[src/rtl/systolic_array_ctrl_pkg.sv]
`default_nettype none
// ============================================================================
// Module  : systolic_pkg
// Brief   : Shared state encoding and index helpers for the systolic job sequencer.
// Revision: 1.0
// ============================================================================
package systolic_pkg;

    typedef enum logic [2:0] {
        SA_IDLE,
        SA_CLEAR,
        SA_FEED,
        SA_DRAIN,
        SA_DONE
    } sa_state_e;

    // Skewed streams need 3N-2 steps before the last operand pair reaches PE(N-1,N-1).
    function automatic int sa_feed_cycles(input int n);
        return 3 * n - 2;
    endfunction

    function automatic int sa_elem_idx(input int r, input int c, input int n);
        return r * n + c;
    endfunction

endpackage
`default_nettype wire

[src/rtl/systolic_array_ctrl_skew_feeder.sv]
`default_nettype none
// ============================================================================
// Module  : systolic_skew_feeder
// Brief   : Combinational diagonal-skew operand driver for the systolic array.
// Revision: 1.0
// ============================================================================
module systolic_skew_feeder
    import systolic_pkg::*;
#(
    parameter int MATRIX_SIZE = 3,
    parameter int DATA_SIZE   = 8,
    parameter int STEP_W      = 4
) (
    input  logic [MATRIX_SIZE*MATRIX_SIZE*DATA_SIZE-1:0] op_a,
    input  logic [MATRIX_SIZE*MATRIX_SIZE*DATA_SIZE-1:0] op_b,
    input  logic [STEP_W-1:0]                            step,
    input  logic                                         feed_en,
    output logic [MATRIX_SIZE-1:0][DATA_SIZE-1:0]        arr_in_a,
    output logic [MATRIX_SIZE-1:0][DATA_SIZE-1:0]        arr_in_b
);

    localparam int C_N  = MATRIX_SIZE;
    localparam int C_DW = DATA_SIZE;

    int w_k;

    // Lane i carries element k = t - i, so row i / column i start i steps late.
    always_comb begin
        arr_in_a = '0;
        arr_in_b = '0;
        w_k      = 0;
        for (int i = 0; i < C_N; i++) begin
            w_k = int'(step) - i;
            if (feed_en && (w_k >= 0) && (w_k < C_N)) begin
                arr_in_a[i] = op_a[sa_elem_idx(i, w_k, C_N)*C_DW +: C_DW];
                arr_in_b[i] = op_b[sa_elem_idx(w_k, i, C_N)*C_DW +: C_DW];
            end
        end
    end

endmodule
`default_nettype wire

[src/rtl/systolic_array_ctrl.sv]
`default_nettype none
// ============================================================================
// Module  : systolic_array_ctrl
// Brief   : Job sequencer: clear, skew-feed, drain and capture one N x N product.
// Revision: 1.0
// ============================================================================
module systolic_array_ctrl
    import systolic_pkg::*;
#(
    parameter int MATRIX_SIZE = 3,
    parameter int DATA_SIZE   = 8,
    parameter int MAC_LAT     = 1
) (
    input  logic                                              clk,
    input  logic                                              reset_n,
    input  logic                                              req_valid,
    output logic                                              req_ready,
    input  logic [MATRIX_SIZE*MATRIX_SIZE*DATA_SIZE-1:0]      req_a,
    input  logic [MATRIX_SIZE*MATRIX_SIZE*DATA_SIZE-1:0]      req_b,
    output logic                                              arr_clear,
    output logic [MATRIX_SIZE-1:0][DATA_SIZE-1:0]             arr_in_a,
    output logic [MATRIX_SIZE-1:0][DATA_SIZE-1:0]             arr_in_b,
    input  logic [MATRIX_SIZE*MATRIX_SIZE-1:0][DATA_SIZE-1:0] arr_out,
    output logic                                              res_valid,
    input  logic                                              res_ready,
    output logic [MATRIX_SIZE*MATRIX_SIZE*DATA_SIZE-1:0]      res_data,
    output logic                                              busy
);

    localparam int C_MW          = MATRIX_SIZE * MATRIX_SIZE * DATA_SIZE;
    localparam int C_FEED_CYCLES = sa_feed_cycles(MATRIX_SIZE);
    localparam int C_STEP_W      = $clog2(C_FEED_CYCLES + MAC_LAT + 1);
    localparam logic [C_STEP_W-1:0] C_FEED_LAST  = C_STEP_W'(C_FEED_CYCLES - 1);
    localparam logic [C_STEP_W-1:0] C_DRAIN_LAST = C_STEP_W'(MAC_LAT - 1);

    sa_state_e             r_state;
    logic [C_STEP_W-1:0]   r_step;
    logic [C_MW-1:0]       r_op_a;
    logic [C_MW-1:0]       r_op_b;
    logic                  w_feed_en;

    assign req_ready = (r_state == SA_IDLE) && reset_n;
    assign busy      = (r_state != SA_IDLE);
    assign w_feed_en = (r_state == SA_FEED);
    // The array is held in reset both while we are reset and for the clear cycle.
    assign arr_clear = !reset_n || (r_state == SA_CLEAR);

    always_ff @(posedge clk or negedge reset_n) begin
        if (!reset_n) begin
            r_state   <= SA_IDLE;
            r_step    <= '0;
            r_op_a    <= '0;
            r_op_b    <= '0;
            res_valid <= 1'b0;
            res_data  <= '0;
        end else begin
            case (r_state)
                SA_IDLE: begin
                    if (req_valid && req_ready) begin
                        r_state <= SA_CLEAR;
                        r_step  <= '0;
                        r_op_a  <= req_a;
                        r_op_b  <= req_b;
                    end
                end
                SA_CLEAR: begin
                    r_state <= SA_FEED;
                    r_step  <= '0;
                end
                SA_FEED: begin
                    if (r_step == C_FEED_LAST) begin
                        r_state <= SA_DRAIN;
                        r_step  <= '0;
                    end else begin
                        r_step <= r_step + 1'b1;
                    end
                end
                SA_DRAIN: begin
                    if (r_step == C_DRAIN_LAST) begin
                        r_state   <= SA_DONE;
                        r_step    <= '0;
                        res_data  <= arr_out;
                        res_valid <= 1'b1;
                    end else begin
                        r_step <= r_step + 1'b1;
                    end
                end
                SA_DONE: begin
                    if (res_ready) begin
                        r_state   <= SA_IDLE;
                        r_step    <= '0;
                        res_valid <= 1'b0;
                    end
                end
                default: begin
                    r_state <= SA_IDLE;
                    r_step  <= '0;
                end
            endcase
        end
    end

    systolic_skew_feeder #(
        .MATRIX_SIZE (MATRIX_SIZE),
        .DATA_SIZE   (DATA_SIZE),
        .STEP_W      (C_STEP_W)
    ) u_feeder (
        .op_a     (r_op_a),
        .op_b     (r_op_b),
        .step     (r_step),
        .feed_en  (w_feed_en),
        .arr_in_a (arr_in_a),
        .arr_in_b (arr_in_b)
    );

endmodule
`default_nettype wire

[config.mk]
export PLATFORM = sky130hd
export DESIGN_NAME = systolic_array_ctrl
export DESIGN_NICKNAME = d
export VERILOG_FILES = /design/src/rtl/systolic_array_ctrl_pkg.sv /design/src/rtl/systolic_array_ctrl_skew_feeder.sv /design/src/rtl/systolic_array_ctrl.sv
export SDC_FILE = /design/constraint.sdc
export NUM_CORES = 1
export LEC_CHECK = 0
export CORE_ASPECT_RATIO = 0.7
export CORE_MARGIN = 8
export CORE_UTILIZATION = 40
export CTS_CLUSTER_SIZE = 8
export DETAILED_ROUTE_END_ITERATION = 10
export GPL_TIMING_DRIVEN = 0
export MAX_ROUTING_LAYER = met4
export PLACE_DENSITY = 0.65
export RECOVER_POWER = 100
export SLEW_MARGIN = 5
export SYNTH_ARGS = -nofsm -noshare
export SYNTH_HDL_FRONTEND = slang
export SYNTH_HIERARCHICAL = 1
export SYNTH_SLANG_ARGS = --single-unit
[constraint.sdc]
create_clock -name clk -period 5.2 [get_ports clk]
set_input_delay 1.04 -clock clk [delete_from_list [all_inputs] [get_ports clk]]
set_output_delay 1.04 -clock clk [all_outputs]
set_load 0.005 [all_outputs]
==> flow_summary_export.csv <==
group,metric,value,unit
worst_setup_path,reg2reg_slack,1970,ps
logic_synthesis,synth_area_per_cell,13.7,sq um
logic_synthesis,ys_seq_area_share,47.0,%
final_layout,final_design_area_no_fill,17200,sq um
global_routing,antenna_found_initial,6,
global_routing,grt_overflow,0,
logic_synthesis,syn_nets,1114,
drt,vias_per_cell,5.46,
timing,tightest_slew,889,ps
clock_network,clkSlewWorstSetupHoldPaths,60,ps
pwr,cellLeakagePower,7.26,nW
worst_setup_path,cp_max_fo,10,
timing,timing.fmax,195,MHz
worst_setup_path,path_cells,"buf_12, buf_12, buf_12, clkinvlp_4, buf_4, ha_4, buf_6, xnor2_4, inv_2, ha_4, ha_4, a21o_1, a21oi_2, xor2_1, nand4_1, buf_6, nor2_2, clkdlybuf4s50_1",
worst_setup_path,rr_endpoint,"r_op_a[31]",
worst_setup_path,ff2ff_path_depth,5,
final_layout,layout.nets,1517,
floorplanning,die_w,222,um
global_routing,first_global_vias,9691,
global_routing,grt.total_usage,23.1,%
final_layout,final_cell_mix,"clkdlybuf4s50_1, dfrtp_1, mux2_2",
logic_synthesis,ys.flop_type,"dfrtp_1",
job,drv_cap,0,
drt,wl_per_cell,24.5,um
logic_synthesis,synth-seq-cells,224,
clock_network,numCtsBuffers,31,
final_layout,drive_above_1_share,28.1,%
clock_network,cts_buffer_depth,3,
clock_network,cts.sinks,224,
timing,holdWs,391,ps
timing,final.min_clock_period,5130,ps
pwr,peakVddDrop,0.437,mV
logic_synthesis,async_flop_share,100,%
floorplanning,ios,344,
worst_setup_path,max_stage_delay,510,ps
timing,maxSlewViolCount,0,
floorplanning,start_util,40.2,%
drt,num_vias,9064,
floorplanning,die_h,161,um
floorplanning,core,29700,sq um
worst_setup_path,path_delay_family,"buffers and inverters",
placement,io_buffers,343,
run_status,outcome,"finished clean",
timing,setup_viol,0,
timing,relSlewSlack,40.3,%
worst_hold_path,min_path_type,"in -> async",
drt,wirelength,40700,um
drt,drtIter0Drc,509,
clock_network,root_buffer,"clkbuf_16",
timing,period_share,98.6,%
worst_setup_path,cp.arrival,4090,ps
final_layout,mostFrequentLayoutCell,"clkdlybuf4s50_1",
timing,rsz0062_at_grt,"yes",
worst_setup_path,required,4160,ps
worst_setup_path,cp.buffers_inverters,9,
final_layout,n_fill_cell,2445,
pwr,p_per_area,747,nW/um^2
clock_network,cts_max_level,1,
worst_setup_path,critPathKind,"reg -> out",
clock_network,cts_tree,"built",
placement,dp_hpwl,30900,um
worst_setup_path,startpoint,"r_step[1]",
drt,ant_nets,0,
logic_synthesis,syn_area,11900,sq um
worst_setup_path,r2r-start,"r_state[1]",
drt,drcViolationCount,0,
placement,place_area,15900,sq um
global_routing,grt_pass1_wl,61500,um
floorplanning,rows,53,
final_layout,area_growth,44.3,%
placement,gp_congestion,0.882,
logic_synthesis,synth_cells,868,
timing,hold_viol_final,0,
worst_setup_path,end_kind,"output pin",
timing,fin_skew,17.4,ps
worst_setup_path,crit_path_top_delay_cell,"clkdlybuf4s50_1",
logic_synthesis,synth_edf_count,0,
clock_network,ctsHoldBuffers,0,
global_routing,grt_max_degree,95,
clock_network,worstSkewPairLatency,580,ps
drt,firstDrtPassIters,5,
logic_synthesis,yosysWarnings,6,
logic_synthesis,synth.distinct_cells,52,
floorplanning,die-area,35700,sq um
worst_setup_path,cp-start-kind,"flop",
## synth_stat cells (all sizes together), types with 2 or more instances
library cell  number  area share, %
nor2              50            1.7
buf               44            2.5
o21a               8           0.50
a31oi              2           0.10
and3              11           0.58
o211ai             2           0.13
clkbuf             6           0.19
mux2             223             21
nor2b              3           0.16
nor4b              8           0.59
nand3              5           0.21
nand4              3           0.16
a21o               5           0.31
a21boi             3           0.19
xor2               7           0.64
nor4               2           0.28
nand2b             5           0.26
o21ai             17           0.71
ha                26            2.7
xnor2             11           0.87
inv               16           0.50
mux2i             25            2.1
a21oi             32            1.3
nand2             41            1.3
nor3b              3           0.23
nand3b             2           0.13
nor3               4           0.17
mux4              64             12
or3                5           0.30
dfrtp            224             47
## power breakdown
part / total (mW) / switching [mW] / internal, mW
sequential: 3.29 / 0.656 / 2.63
combinational: 7.79 / 3.68 / 4.12
clock: 1.79 / 0.746 / 1.04
total: 12.9 / 5.08 / 7.79
## state kept, by name, indices dropped and copies added, names as in the netlist
signal,count
res_data,72
res_valid,1
r_op_b,72
r_step,4
r_op_a,72
r_state,3
## cell type report
type	instances	area, sq um	share of cell area (%)
multi-input combinational	578	6200	36.0
sequential	224	5610	32.6
timing repair buffer	372	3730	21.7
clock buffer	31	776	4.50
tap	385	482	2.80
buffer	48	314	1.82
inverter	16	71.3	0.414
clock inverter	1	20.0	0.116
antenna	6	15.0	0.0872
## worst max path at each step
stage,end,slack [ps],cells after the start
2_1_floorplan,arr_in_b[14],320,15
3_3_place_gp,r_op_a[31],-7560,6
3_5_place_dp,arr_in_b[8],-1350,15
4_1_cts,arr_in_b[17],0.2,15
5_1_grt,arr_in_b[8],-70,18
6_report,arr_in_b[8],70,18
## metal layers
layer  track usage [%]  up-vias  routed length [um]
met5                 -        -                   0
met4              5.58        0                 991
met3              7.67       59                3700
met2              34.2      369               18200
met1              30.4     4621               17800
li1                  -     4015                   -
## cell families after synthesis
| family | count (synthesis) | synth area share (%) |
|---|---|---|
| compound gates | 78 | 4.12 |
| xor+xnor | 18 | 1.51 |
| fa+ha+maj | 26 | 2.73 |
| buf+inv | 66 | 3.24 |
| flops | 224 | 47.0 |
| mux | 312 | 35.2 |
| simple gates | 144 | 6.20 |
## stage by stage
step,cells,utilization (%),total power [mW],setup TNS [ps],worst slack [ps]
2_1_floorplan,868,-,7.55,0,316
3_3_place_gp,1596,53.3,10.0,-2729230,-7560
3_5_place_dp,1598,53.5,10.1,-29560,-1350
4_1_cts,1647,57.6,12.7,0,0.207
5_1_grt,1661,58.0,13.7,-84.2,-69.1
6_report,1661,58.0,12.9,0,73.8
## repair_timing
action,4_1_cts,5_1_grt
setup endpoints to repair,32,26
pin swaps,8,12
endpoints found under the hold margin,0,0
setup buffers,19,8
resized for setup,60,40
(Power assumes the default switching activity.)
